`config.mk`:
```
export PLATFORM = sky130hd
export DESIGN_NAME = hazard_sched_unit
export DESIGN_NICKNAME = d
export VERILOG_FILES = /design/src/rtl/hazard_sched_unit.sv
export SDC_FILE = /design/constraint.sdc
export NUM_CORES = 1
export LEC_CHECK = 0
export ABC_AREA = 1
export BUFFER_PORTS_ARGS = -buffer_cell sky130_fd_sc_hd__buf_2
export CAP_MARGIN = 30
export CORE_ASPECT_RATIO = 0.7
export CORE_MARGIN = 3
export CORE_UTILIZATION = 42
export CTS_BUF_LIST = sky130_fd_sc_hd__clkbuf_8
export DETAILED_ROUTE_END_ITERATION = 8
export GPL_TIMING_DRIVEN = 0
export PLACE_DENSITY_LB_ADDON = 0.12
export SLEW_MARGIN = 20
export SYNTH_ARGS = -nofsm -noshare
export SYNTH_HDL_FRONTEND = slang
export SYNTH_SLANG_ARGS = --single-unit
```
`constraint.sdc`:
```
create_clock -name i_clk -period 1.2 [get_ports i_clk]
set_clock_uncertainty 0.1 [all_clocks]
set_input_delay 0.12 -clock i_clk [delete_from_list [all_inputs] [get_ports i_clk]]
set_output_delay 0.12 -clock i_clk [all_outputs]
set_load 0.1 [all_outputs]
```
`src/rtl/hazard_sched_unit.sv`:
```
// Execute-stage hazard controller: operand forwarding, load-use bubble,
// redirect flushes and start/done sequencing of the shared multi-cycle unit.
module hazard_sched_unit #(
  parameter int MC_TIMEOUT = 64,
  parameter int CNT_W      = 7
) (
  input  logic       i_clk,
  input  logic       i_rst_n,
  input  logic [4:0] i_rs1_d,
  input  logic [4:0] i_rs2_d,
  input  logic [4:0] i_rs1_e_h,
  input  logic [4:0] i_rs2_e_h,
  input  logic [4:0] i_rd_e,
  input  logic [4:0] i_rd_m,
  input  logic [4:0] i_rd_w,
  input  logic       i_reg_write_m,
  input  logic       i_reg_write_w,
  input  logic [1:0] i_result_src_e,
  input  logic       i_pc_src_e,
  input  logic       i_multi_cycle_e,
  input  logic       i_mdu_done,
  output logic [1:0] o_forward_ae,
  output logic [1:0] o_forward_be,
  output logic       o_stall_f,
  output logic       o_stall_d,
  output logic       o_stall_e,
  output logic       o_flush_d,
  output logic       o_flush_e,
  output logic       o_flush_m,
  output logic       o_mdu_start,
  output logic       o_mdu_abort,
  output logic       o_mc_error
);

  // state   | meaning
  // RUN     | normal issue; forwarding, load-use and redirect handling
  // MC_WAIT | front end held while the MDU works; waits for done/redirect/timeout
  typedef enum logic {ST_RUN, ST_MC_WAIT} state_t;

  localparam logic [CNT_W-1:0] CNT_LAST = CNT_W'(MC_TIMEOUT - 1);

  state_t           r_state, w_state_nxt;
  logic [CNT_W-1:0] r_cnt;
  logic             r_mc_error;

  logic [1:0] w_fwd_a, w_fwd_b;
  logic       w_lw_stall;
  logic       w_stall, w_flush_d, w_flush_e, w_flush_m;
  logic       w_start, w_abort, w_set_err;

  always_comb begin
    w_fwd_a = 2'b00;
    if (i_reg_write_m && i_rd_m != 5'd0 && i_rd_m == i_rs1_e_h)      w_fwd_a = 2'b10;
    else if (i_reg_write_w && i_rd_w != 5'd0 && i_rd_w == i_rs1_e_h) w_fwd_a = 2'b01;
    w_fwd_b = 2'b00;
    if (i_reg_write_m && i_rd_m != 5'd0 && i_rd_m == i_rs2_e_h)      w_fwd_b = 2'b10;
    else if (i_reg_write_w && i_rd_w != 5'd0 && i_rd_w == i_rs2_e_h) w_fwd_b = 2'b01;
  end

  assign w_lw_stall = (i_result_src_e == 2'b01) && (i_rd_e != 5'd0) &&
                      ((i_rd_e == i_rs1_d) || (i_rd_e == i_rs2_d));

  // Load-use stall leaves E running (stall_e stays 0); w_stall covers F/D/E together.
  logic w_stall_fd_only;

  always_comb begin
    w_state_nxt     = r_state;
    w_stall         = 1'b0;
    w_stall_fd_only = 1'b0;
    w_flush_d       = 1'b0;
    w_flush_e       = 1'b0;
    w_flush_m       = 1'b0;
    w_start         = 1'b0;
    w_abort         = 1'b0;
    w_set_err       = 1'b0;
    case (r_state)
      ST_RUN: begin
        if (i_pc_src_e) begin
          w_flush_d = 1'b1;
          w_flush_e = 1'b1;
          w_flush_m = 1'b1;
        end else if (i_multi_cycle_e) begin
          w_stall     = 1'b1;
          w_start     = 1'b1;
          w_state_nxt = ST_MC_WAIT;
        end else if (w_lw_stall) begin
          w_stall_fd_only = 1'b1;
          w_flush_e       = 1'b1;
        end
      end
      ST_MC_WAIT: begin
        if (i_pc_src_e) begin
          w_flush_d   = 1'b1;
          w_flush_e   = 1'b1;
          w_flush_m   = 1'b1;
          w_abort     = 1'b1;
          w_state_nxt = ST_RUN;
        end else if (i_mdu_done) begin
          w_state_nxt = ST_RUN;
        end else if (r_cnt == CNT_LAST) begin
          w_stall     = 1'b1;
          w_flush_e   = 1'b1;
          w_abort     = 1'b1;
          w_set_err   = 1'b1;
          w_state_nxt = ST_RUN;
        end else begin
          w_stall = 1'b1;
        end
      end
      default: w_state_nxt = ST_RUN;
    endcase
  end

  always_ff @(posedge i_clk or negedge i_rst_n) begin
    if (!i_rst_n) begin
      r_state    <= ST_RUN;
      r_cnt      <= '0;
      r_mc_error <= 1'b0;
    end else begin
      r_state <= w_state_nxt;
      if (w_start)                    r_cnt <= '0;
      else if (r_state == ST_MC_WAIT) r_cnt <= r_cnt + CNT_W'(1);
      if (w_set_err) r_mc_error <= 1'b1;
    end
  end

  // Outputs are forced low for the whole time reset is held.
  assign o_forward_ae = i_rst_n ? w_fwd_a : 2'b00;
  assign o_forward_be = i_rst_n ? w_fwd_b : 2'b00;
  assign o_stall_f    = i_rst_n & (w_stall | w_stall_fd_only);
  assign o_stall_d    = i_rst_n & (w_stall | w_stall_fd_only);
  assign o_stall_e    = i_rst_n & w_stall;
  assign o_flush_d    = i_rst_n & w_flush_d;
  assign o_flush_e    = i_rst_n & w_flush_e;
  assign o_flush_m    = i_rst_n & w_flush_m;
  assign o_mdu_start  = i_rst_n & w_start;
  assign o_mdu_abort  = i_rst_n & w_abort;
  assign o_mc_error   = i_rst_n & r_mc_error;

endmodule

```
After elaboration in Yosys (flattened, before gate mapping)

Cells that the tools add are included.

Memory bits (writable): 0
Output and inout port bits: 13
Bits in latches: 0
Bits in registers: 9
Input bits: 44
ROM bits: 0
Memories kept: 0

Muxes and demuxes: 31
Multiply operators: 0
Reductions and logical operators: 13
Shift operators: 0
Add/subtract/negate cells: 1
Bitwise logic cells: 9
Equal/unequal tests: 8
Div/mod/pow operators: 0
Magnitude comparators: 0

Operator list:

| kind                                                            | number |
|---|---|
| 5-bit == test                                                   | 6 |
| 1-bit 2-to-1 mux                                                | 22 |
| 5-bit nonzero test                                              | 3 |
| 7-bit 2-to-1 mux                                                | 2 |
| 1-bit logical AND                                               | 8 |
| 2-bit 2-to-1 mux                                                | 4 |
| 7-bit by 1-bit adder with 7-bit output, second input constant   | 1 |
| 1-bit AND                                                       | 7 |
| 7-bit by 6-bit == test with 1-bit output, second input constant | 1 |
| 1-bit one-hot mux with 2 select lines                           | 3 |
| 2-bit by 1-bit == test with 1-bit output, second input constant | 1 |
| 2-bit nonzero test                                              | 1 |
| 1-bit logical OR                                                | 1 |
| 1-bit NOT                                                       | 1 |
| 1-bit bitwise OR                                                | 1 |

Logic depth before layout (Yosys ltp)

Gate-level depths: netlist of the first run.

Word-level depth: 9
Depth in mapped cells: 9
Gate-level depth less buffers: 8

Least setup slack after synthesis of the first run

OpenSTA, ideal clock, no wires.

Kind: reg2out
Start: reg r_state
End: out o_stall_f
Stages on the path, launching flop included: 5
Required time: 980 ps
Data arrival time: 3420 ps
Setup slack: -2440 ps
Cell sequence: dfrtp_1 nor2_2 nand2_1 o21ai_0 buf_4

Word-level cells in the longest chain between the ends: 4
Elaborated cells on any way between the ends: 5
Those cells by class: mux (2); bitwise (3)

RTL lines:

| element                               | line | source |
|---|---|---|
| start: declaration                    | 42   | `state_t r_state, w_state_nxt;` |
| start signal: assignment              | 120  | `r_state <= w_state_nxt;` |
| 1-bit NOT                             | -    |  |
| 1-bit one-hot mux with 2 select lines | 76   | `case (r_state)` |
| 1-bit bitwise OR *                    | -    |  |
| 1-bit AND *                           | -    |  |
| end: declaration                      | 24   | `output logic o_stall_f,` |

Mark *: on every way between the ends. The rest lies on a longest branch, timed or not.

Final worst setup path of the first run

Start: reg r_cnt[1]
End: out o_mdu_abort

Word-level cells in the longest chain between the ends: 6

RTL lines:

| element                                  | line | source |
|---|---|---|
| start: declaration                       | 43   | `logic [CNT_W-1:0] r_cnt;` |
| start signal: assignment                 | 122  | `else if (r_state == ST_MC_WAIT) r_cnt <= r_cnt + CNT_W'(1);` |
| 7-bit by 6-bit == test with 1-bit output | 100  | `end else if (r_cnt == CNT_LAST) begin` |
| 1-bit 2-to-1 mux                         | 100  |  |
| 1-bit 2-to-1 mux                         | 98   | `end else if (i_mdu_done) begin` |
| 1-bit 2-to-1 mux                         | 92   | `if (i_pc_src_e) begin` |
| 1-bit 2-to-1 mux                         | 76   |  |
| 1-bit AND                                | 137  | `assign o_mdu_abort = i_rst_n & w_abort;` |
| end: declaration                         | 31   | `output logic o_mdu_abort,` |

Every way passes these cells.

==> reports/summary.txt, run 1 <==
Routed Wire Length -> 5.84 mm
Seq pwr share -> 0.237
Hold crit path type -> primary input to flop
Pwr/cell area -> 767 nW/um^2
Critical path class -> flop to output port
Fin util -> 0.913
M1 WL -> 2.11 mm
CP endpoint -> o_mdu_abort
CTS root buf -> clkbuf_8
FMAX -> 487 MHz
First-pass GRT wire length -> 6.16 mm
Xor and xnor fraction of the mapped netlist area -> 0.159
Top layer in use -> met4
Syn-to-layout area delta -> 97.1%
Ports -> 57
Syn_nets -> 215
R2R setup slack -> -590 ps
Violations in the final reports -> negative setup slack
Final net count -> 294
Fin crit share -> 1.71
Req. time, crit path -> 980 ps
Total CTS buffers -> 3
Mapped Area -> 1050 sq um
Main combinational cell family by area after synthesis -> simple AND/OR/NAND/NOR gates
Final Hold Fails -> 0
Syn. warnings -> 0
DIE WIDTH -> 65.6 um
Psw -> 0.654 mW
Antenna Cells -> 0
Area of the core -> 2260 sq um
GR Overflow Total -> 0
Post-route cell area -> 2060 sq um
Vias in the first global route -> 1356
Critical path fanouts, max -> 3
Die H -> 47.8 um
Mapped Cells -> 170
# setup viols final -> 20
RR Endpoint -> r_mc_error$_DFFE_PN0P_
Worst skew pair latency -> 240 ps
Maximum clock insertion buffer count -> 2
Rows -> 14
Synth Area in Adders -> 0.0120
Worst Setup End Kind -> output port
P_int -> 0.926 mW
Gate power share -> 0.532
Avg Cell Area, Syn -> 6.15 sq um
Crit. Startpoint -> r_cnt[1]$_DFFE_PN0P_
CTS sink count -> 9
Initial Util -> 0.463
H-tree depth -> 1
CTS tree -> yes
Synth Register Bits -> 9
VDD IR max -> 716 uV
Hold-critical path depth -> 3
GPL Wtd Cong -> 0.799
Compound-Gate Fraction of Synth Area -> 0.127
Worst Reg-to-Reg Cells -> 7
Metal3 WL -> 635 um
Via density per instance -> 5.88
Mux contribution to synthesized area -> 0
Reg2Reg Launch Point -> r_cnt[1]$_DFFE_PN0P_
Max-slew violations -> 0
Outcome -> finished with violations
LEAKAGE -> 1.06 nW
Yosys cell types -> 26
Maxcap violations -> 0
CP arrival -> 1830 ps
Post-route ant nets -> 0
Setup ws final -> -854 ps
Share of cells above drive strength 1 -> 0.496
Buffers on Ports -> 56
DR pass1 iterations -> 5
Initial antenna violation count -> 0
Initial DRC Count -> 164
WL met2 -> 2.65 mm
Clock Power Share -> 0.232
DRC -> 0
Sequential share of the synthesized area -> 0.215
Vias -> 1647
Largest net degree at the start of global routing -> 10
Avg WL per Cell -> 20.9 um
Fillers -> 88
Placed cell area -> 1470 sq um
Clock Pin Slew Worst Setup and Hold Paths -> 50 ps
Net Sw Frac -> 0.414
Startpoint Class -> flop
Post-layout minimum cycle time -> 2050 ps
Tightest Pin Transition -> 489 ps
GRT Total Usage -> 0.269
RSZ-0062 raised after global routing -> true
Die ar. -> 3130 sq um
Synth Area in Simple Gates -> 0.361
DPL Wire Length -> 2.57 mm
Max-slew headroom -> 0.676
-- cells in the final DEF (no fill, tap or decap), drive strengths merged --
cell type	instances
buf	75
nand2	43
inv	30
nor2	23
nand3	14
xor2	12
o21ai	10
dfrtp	9
xnor2	7
nor3	4
a21oi	4
clkbuf	3
clkinvlp	2
a22o	2
nor2b	1
nor3b	1
a211oi	1
a31oi	1
o21bai	1
nand4	1
o211ai	1
o31ai	1
ha	1
dlygate4sd3	1
-- cell usage after synthesis --
cell type | n | area, sq um
nand2_2 | 2 | 12.5
a21oi_1 | 3 | 15.0
a31oi_1 | 1 | 6.26
o21bai_1 | 1 | 7.51
nor3b_2 | 1 | 12.5
o21ai_0 | 10 | 50.1
a211oi_2 | 1 | 12.5
nand4_1 | 1 | 6.26
a21oi_2 | 1 | 8.76
xor2_1 | 12 | 105
inv_1 | 30 | 113
ha_1 | 1 | 12.5
xnor2_1 | 7 | 61.3
nand3_1 | 13 | 65.1
a22o_1 | 2 | 17.5
nand2_1 | 41 | 154
dfrtp_1 | 9 | 225
nor2b_1 | 1 | 6.26
nor2_1 | 21 | 78.8
nor2_2 | 2 | 12.5
o31ai_1 | 1 | 7.51
o211ai_1 | 1 | 7.51
buf_4 | 2 | 15.0
nand3_2 | 1 | 10.0
nor3_1 | 4 | 20.0
inv_2 | 1 | 3.75
-- worst min-delay path by stage --
stage               startpoint                    to  slack (ps)
2_1_floorplan          i_rst_n  r_cnt[0]$_DFFE_PN0P_        -280
3_3_place_gp           i_rst_n  r_cnt[1]$_DFFE_PN0P_         -60
3_5_place_dp           i_rst_n  r_cnt[1]$_DFFE_PN0P_         -60
4_1_cts             i_mdu_done     r_state$_DFF_PN0_         150
5_1_grt        i_multi_cycle_e     r_state$_DFF_PN0_         210
6_report       i_multi_cycle_e     r_state$_DFF_PN0_         210
-- stage by stage --
stage               worst slack (ps)  hold slack, ps  cells  setup TNS [ps]  power, mW
floorplan                       -781            -276    170           -3090      0.703
global placement                -679           -61.0    258           -4900      0.858
detailed placement              -718           -58.9    258           -5290      0.878
CTS                             -659             150    269           -4060       1.36
global route                   -1020             208    280           -8260       1.63
finish                          -854             213    280           -7050       1.58
-- critical path: stages (launching register included) --
cell      delay [ps]
dfrtp_1          390
ha_2             250
nor3b_4          230
nand3_2          170
a211oi_4         330
buf_12           220
-- power by group through the flow --
stage          Sequential (mW)  Combinational [mW]  Clock (mW)
2_1_floorplan            0.364               0.339           0
3_3_place_gp             0.372               0.486           0
3_5_place_dp             0.374               0.504           0
4_1_cts                  0.364               0.635       0.356
5_1_grt                  0.374               0.878       0.379
6_report                 0.374               0.841       0.366
-- metal layers --
metal,up-vias,track usage
li1,684,-
met2,162,0.512
met4,0,0.169
met3,52,0.0728
met5,-,0
met1,749,0.273
-- flip-flops by register name (all words and copies together), names as in the netlist --
name        count
r_state         1
r_cnt           7
r_mc_error      1
-- cells by family (layout without fill, tap and decap cells) --
group                    count (synthesis)  after routing
AO/OA/AOI/OAI                           21             21
XOR/XNOR                                19             19
adder cells (fa/ha/maj)                  1              1
buffers and inverters                   33            111
AND/OR/NAND/NOR                         87             87
flip-flops                               9              9
-- cell type report --
class                           count  area [sq um]  share of cell area
Multi-Input combinational cell    128           908               0.441
Timing Repair Buffer               74           691               0.335
Sequential cell                     9           226               0.110
Inverter                           31           124              0.0601
Clock buffer                        3          41.3              0.0200
Tap cell                           32          40.0              0.0194
Buffer                              2          27.5              0.0133
Clock inverter                      1          3.75             0.00182
-- repair_timing --
action	in CTS	in global routing
gates resized for setup	71	36
pin swaps	13	25
endpoints found under the hold margin	9	0
setup buffers	6	11
setup endpoints to repair	17	18
hold buffers	1	0
Power figures use the tool's default switching activity.
==> run 2, diff against run 1 <==
- CORE_UTILIZATION: 42 -> 46
- clock period: 1.2 -> 2.2 ns (I/O delays scaled with it)
==> run 2 against run 1 <==
The flow now finishes without violations. Highest routed layer unchanged. Largest power group unchanged. Clock power is 48% lower. Global-route usage fell by 4.6 points. Sequential share of layout area increased by 4.4 points. Die area fell by 7.8%. Cell area down 29%. Clock-buffer cell count stayed put. Register-to-register slack better by 1400 ps. Wire length fell by 45%. Worst setup slack better by 910 ps.
==> reports/summary.txt, run 2 (same netlist as run 1, synthesis figures left out) <==
Outcome -> completed (was finished with violations)
Net Sw Frac -> 0.396 (was 0.414)
CTS sink count -> 9 (unchanged)
Vias -> 1284 (was 1647)
Reg with most FFs -> r_cnt (unchanged)
Die ar. -> 2890 sq um (was 3130 sq um)
Seq pwr share -> 0.307 (was 0.237)
VDD IR max -> 262 uV (was 716 uV)
Gate power share -> 0.409 (was 0.532)
H-tree depth -> 1 (unchanged)
Tightest Pin Transition -> 487 ps (was 489 ps)
Req. time, crit path -> 1880 ps (was 980 ps)
Initial antenna violation count -> 0 (unchanged)
Fin crit share -> 0.975
CP arrival -> 1830 ps (about the same)
Commonest non-fill, non-tap cells in the layout -> 51 x buf_2, 41 x nand2_1, 31 x inv_1 (was 33 x nand2_1, 31 x buf_2, 28 x inv_1)
Worst skew pair latency -> 240 ps (about the same)
CP Cell Sequence -> ha_1 -> nor3b_4 -> nand3_2 -> a211oi_4 -> buf_4 (was ha_2 -> nor3b_4 -> nand3_2 -> a211oi_4 -> buf_12)
Critical path fanouts, max -> 4 (was 3)
Pwr/cell area -> 455 nW/um^2 (was 767 nW/um^2)
Total power -> 0.667 mW (was 1.58 mW)
Startpoint Class -> flop (unchanged)
Crit path largest cell delay -> 400 ps (was 390 ps)
Antenna Cells -> 0 (unchanged)
Maximum clock insertion buffer count -> 2 (unchanged)
Max-slew violations -> 0 (unchanged)
Number of flip-flops in the largest register -> 7 (unchanged)
WL met2 -> 1.62 mm (was 2.65 mm)
Buffers on Ports -> 56 (unchanged)
Fin util -> 0.733 (was 0.913)
Final Hold Fails -> 0 (unchanged)
Critical Path Slowest Stage Cell -> dfrtp_1 (unchanged)
Post-layout minimum cycle time -> 2150 ps
DPL Wire Length -> 2.65 mm (was 2.57 mm)
Via density per instance -> 4.92 (was 5.88)
Share of cells above drive strength 1 -> 0.325 (was 0.496)
CTS root buf -> clkbuf_8 (unchanged)
GRT Total Usage -> 0.223 (was 0.269)
Clock Power Share -> 0.285 (was 0.232)
DIE WIDTH -> 63.0 um (was 65.6 um)
Critical path class -> flop to output port (unchanged)
Ports -> 57 (unchanged)
Metal3 WL -> 331 um (was 635 um)
Clock Pin Slew Worst Setup and Hold Paths -> 40 ps (was 50 ps)
Top layer in use -> met4 (unchanged)
Syn-to-layout area delta -> 40.2% (was 97.1%)
Avg WL per Cell -> 12.2 um (was 20.9 um)
FMAX -> 466 MHz
CTS tree -> yes (unchanged)
Routed Wire Length -> 3.20 mm (was 5.84 mm)
Maxcap violations -> 0 (unchanged)
Total CTS buffers -> 3 (unchanged)
Rows -> 13 (was 14)
Final net count -> 277 (was 294)
Area of the core -> 2000 sq um (was 2260 sq um)
DRC -> 0 (unchanged)
GPL Wtd Cong -> 0.830 (was 0.799)
P_int -> 0.403 mW (was 0.926 mW)
DR pass1 iterations -> 4 (was 5)
First-pass GRT wire length -> 5.04 mm (was 6.16 mm)
Multi-input gate area -> 717 sq um (was 908 sq um)
Fillers -> 176 (was 88)
Largest net degree at the start of global routing -> 10 (unchanged)
Die H -> 45.9 um (was 47.8 um)
GR Overflow Total -> 0 (unchanged)
Largest registers -> r_cnt x7, r_mc_error x1, r_state x1 (unchanged)
Post-route cell area -> 1470 sq um (was 2060 sq um)
Post-route ant nets -> 0 (unchanged)
Initial DRC Count -> 84 (was 164)
# setup viols final -> 0 (was 20)
Hold crit path type -> primary input to flop (unchanged)
Worst Setup End Kind -> output port (unchanged)
Initial Util -> 0.523 (was 0.463)
Register Area -> 225 sq um (was 226 sq um)
Psw -> 0.265 mW (was 0.654 mW)
Commonest non-fill, non-tap cell in the layout -> buf_2 (was nand2_1)
LEAKAGE -> 0.874 nW (was 1.06 nW)
Vias in the first global route -> 1189 (was 1356)
M1 WL -> 1.22 mm (was 2.11 mm)
Max-slew headroom -> 0.678 (was 0.676)
Placed cell area -> 1390 sq um (was 1470 sq um)
run 2: per-stage QoR:
step | worst slack, ps | instances | TNS [ps] | hold WS [ps]
after floorplan | -114 | 170 | -114 | -176
final | 54.7 | 261 | 0 | 252
after CTS | 70.4 | 261 | 0 | 244
after global placement | 267 | 256 | 0 | 24.2
after detailed placement | 201 | 256 | 0 | 22.9
after global routing | -16.4 | 261 | -16.4 | 256
run 2: final cells by class:
cell class                 count  share of cell area
multi-input combinational    128               0.489
timing repair buffer          57               0.212
sequential                     9               0.154
inverter                      31              0.0794
clock buffer                   3              0.0282
tap                           30              0.0256
buffer                         2              0.0102
clock inverter                 1             0.00256
run 2: power by group through the flow:
stage,clock network [mW],registers [mW],logic [mW]
after global placement,0,0.202,0.250
after detailed placement,0,0.205,0.260
after CTS,0.193,0.203,0.265
after floorplan,0,0.198,0.171
final,0.190,0.205,0.273
after global routing,0.205,0.205,0.297
run 2: worst paths after layout:
kind	from	endpoint	slack [ps]	depth (start not counted)
max reg2reg	r_cnt[0]$_DFFE_PN0P_	r_cnt[6]$_DFFE_PN0P_	820	4
min	i_mdu_done	r_mc_error$_DFFE_PN0P_	250	4
max	r_cnt[0]$_DFFE_PN0P_	o_mdu_abort	50	5
min in group asynchronous	i_rst_n	r_state$_DFF_PN0_	470	2
min reg2reg	r_mc_error$_DFFE_PN0P_	r_mc_error$_DFFE_PN0P_	390	1
max in group asynchronous	i_rst_n	r_cnt[2]$_DFFE_PN0P_	1240	2
run 2: worst max-delay path, delay by kind of cell, from the launching register on:
family          cells  cell delay, ps
simple gates        2             400
fa+ha+maj           1             250
buf+inv             1             320
compound gates      1             220
flops               1             400
run 2: routing by layer:
layer / vias up / track usage
li1: 652 / -
met1: 558 / 0.251
met2: 70 / 0.430
met4: 0 / 0.0482
met5: - / 0
met3: 4 / 0.0617
run 2: timing repair:
item,in CTS,in global routing
resized for setup,3,5
hold buffers,1,0
gates cloned,0,0
setup endpoints to repair,3,3
hold endpoints to repair,9,0
pin swaps,0,0
buffers inserted,0,0
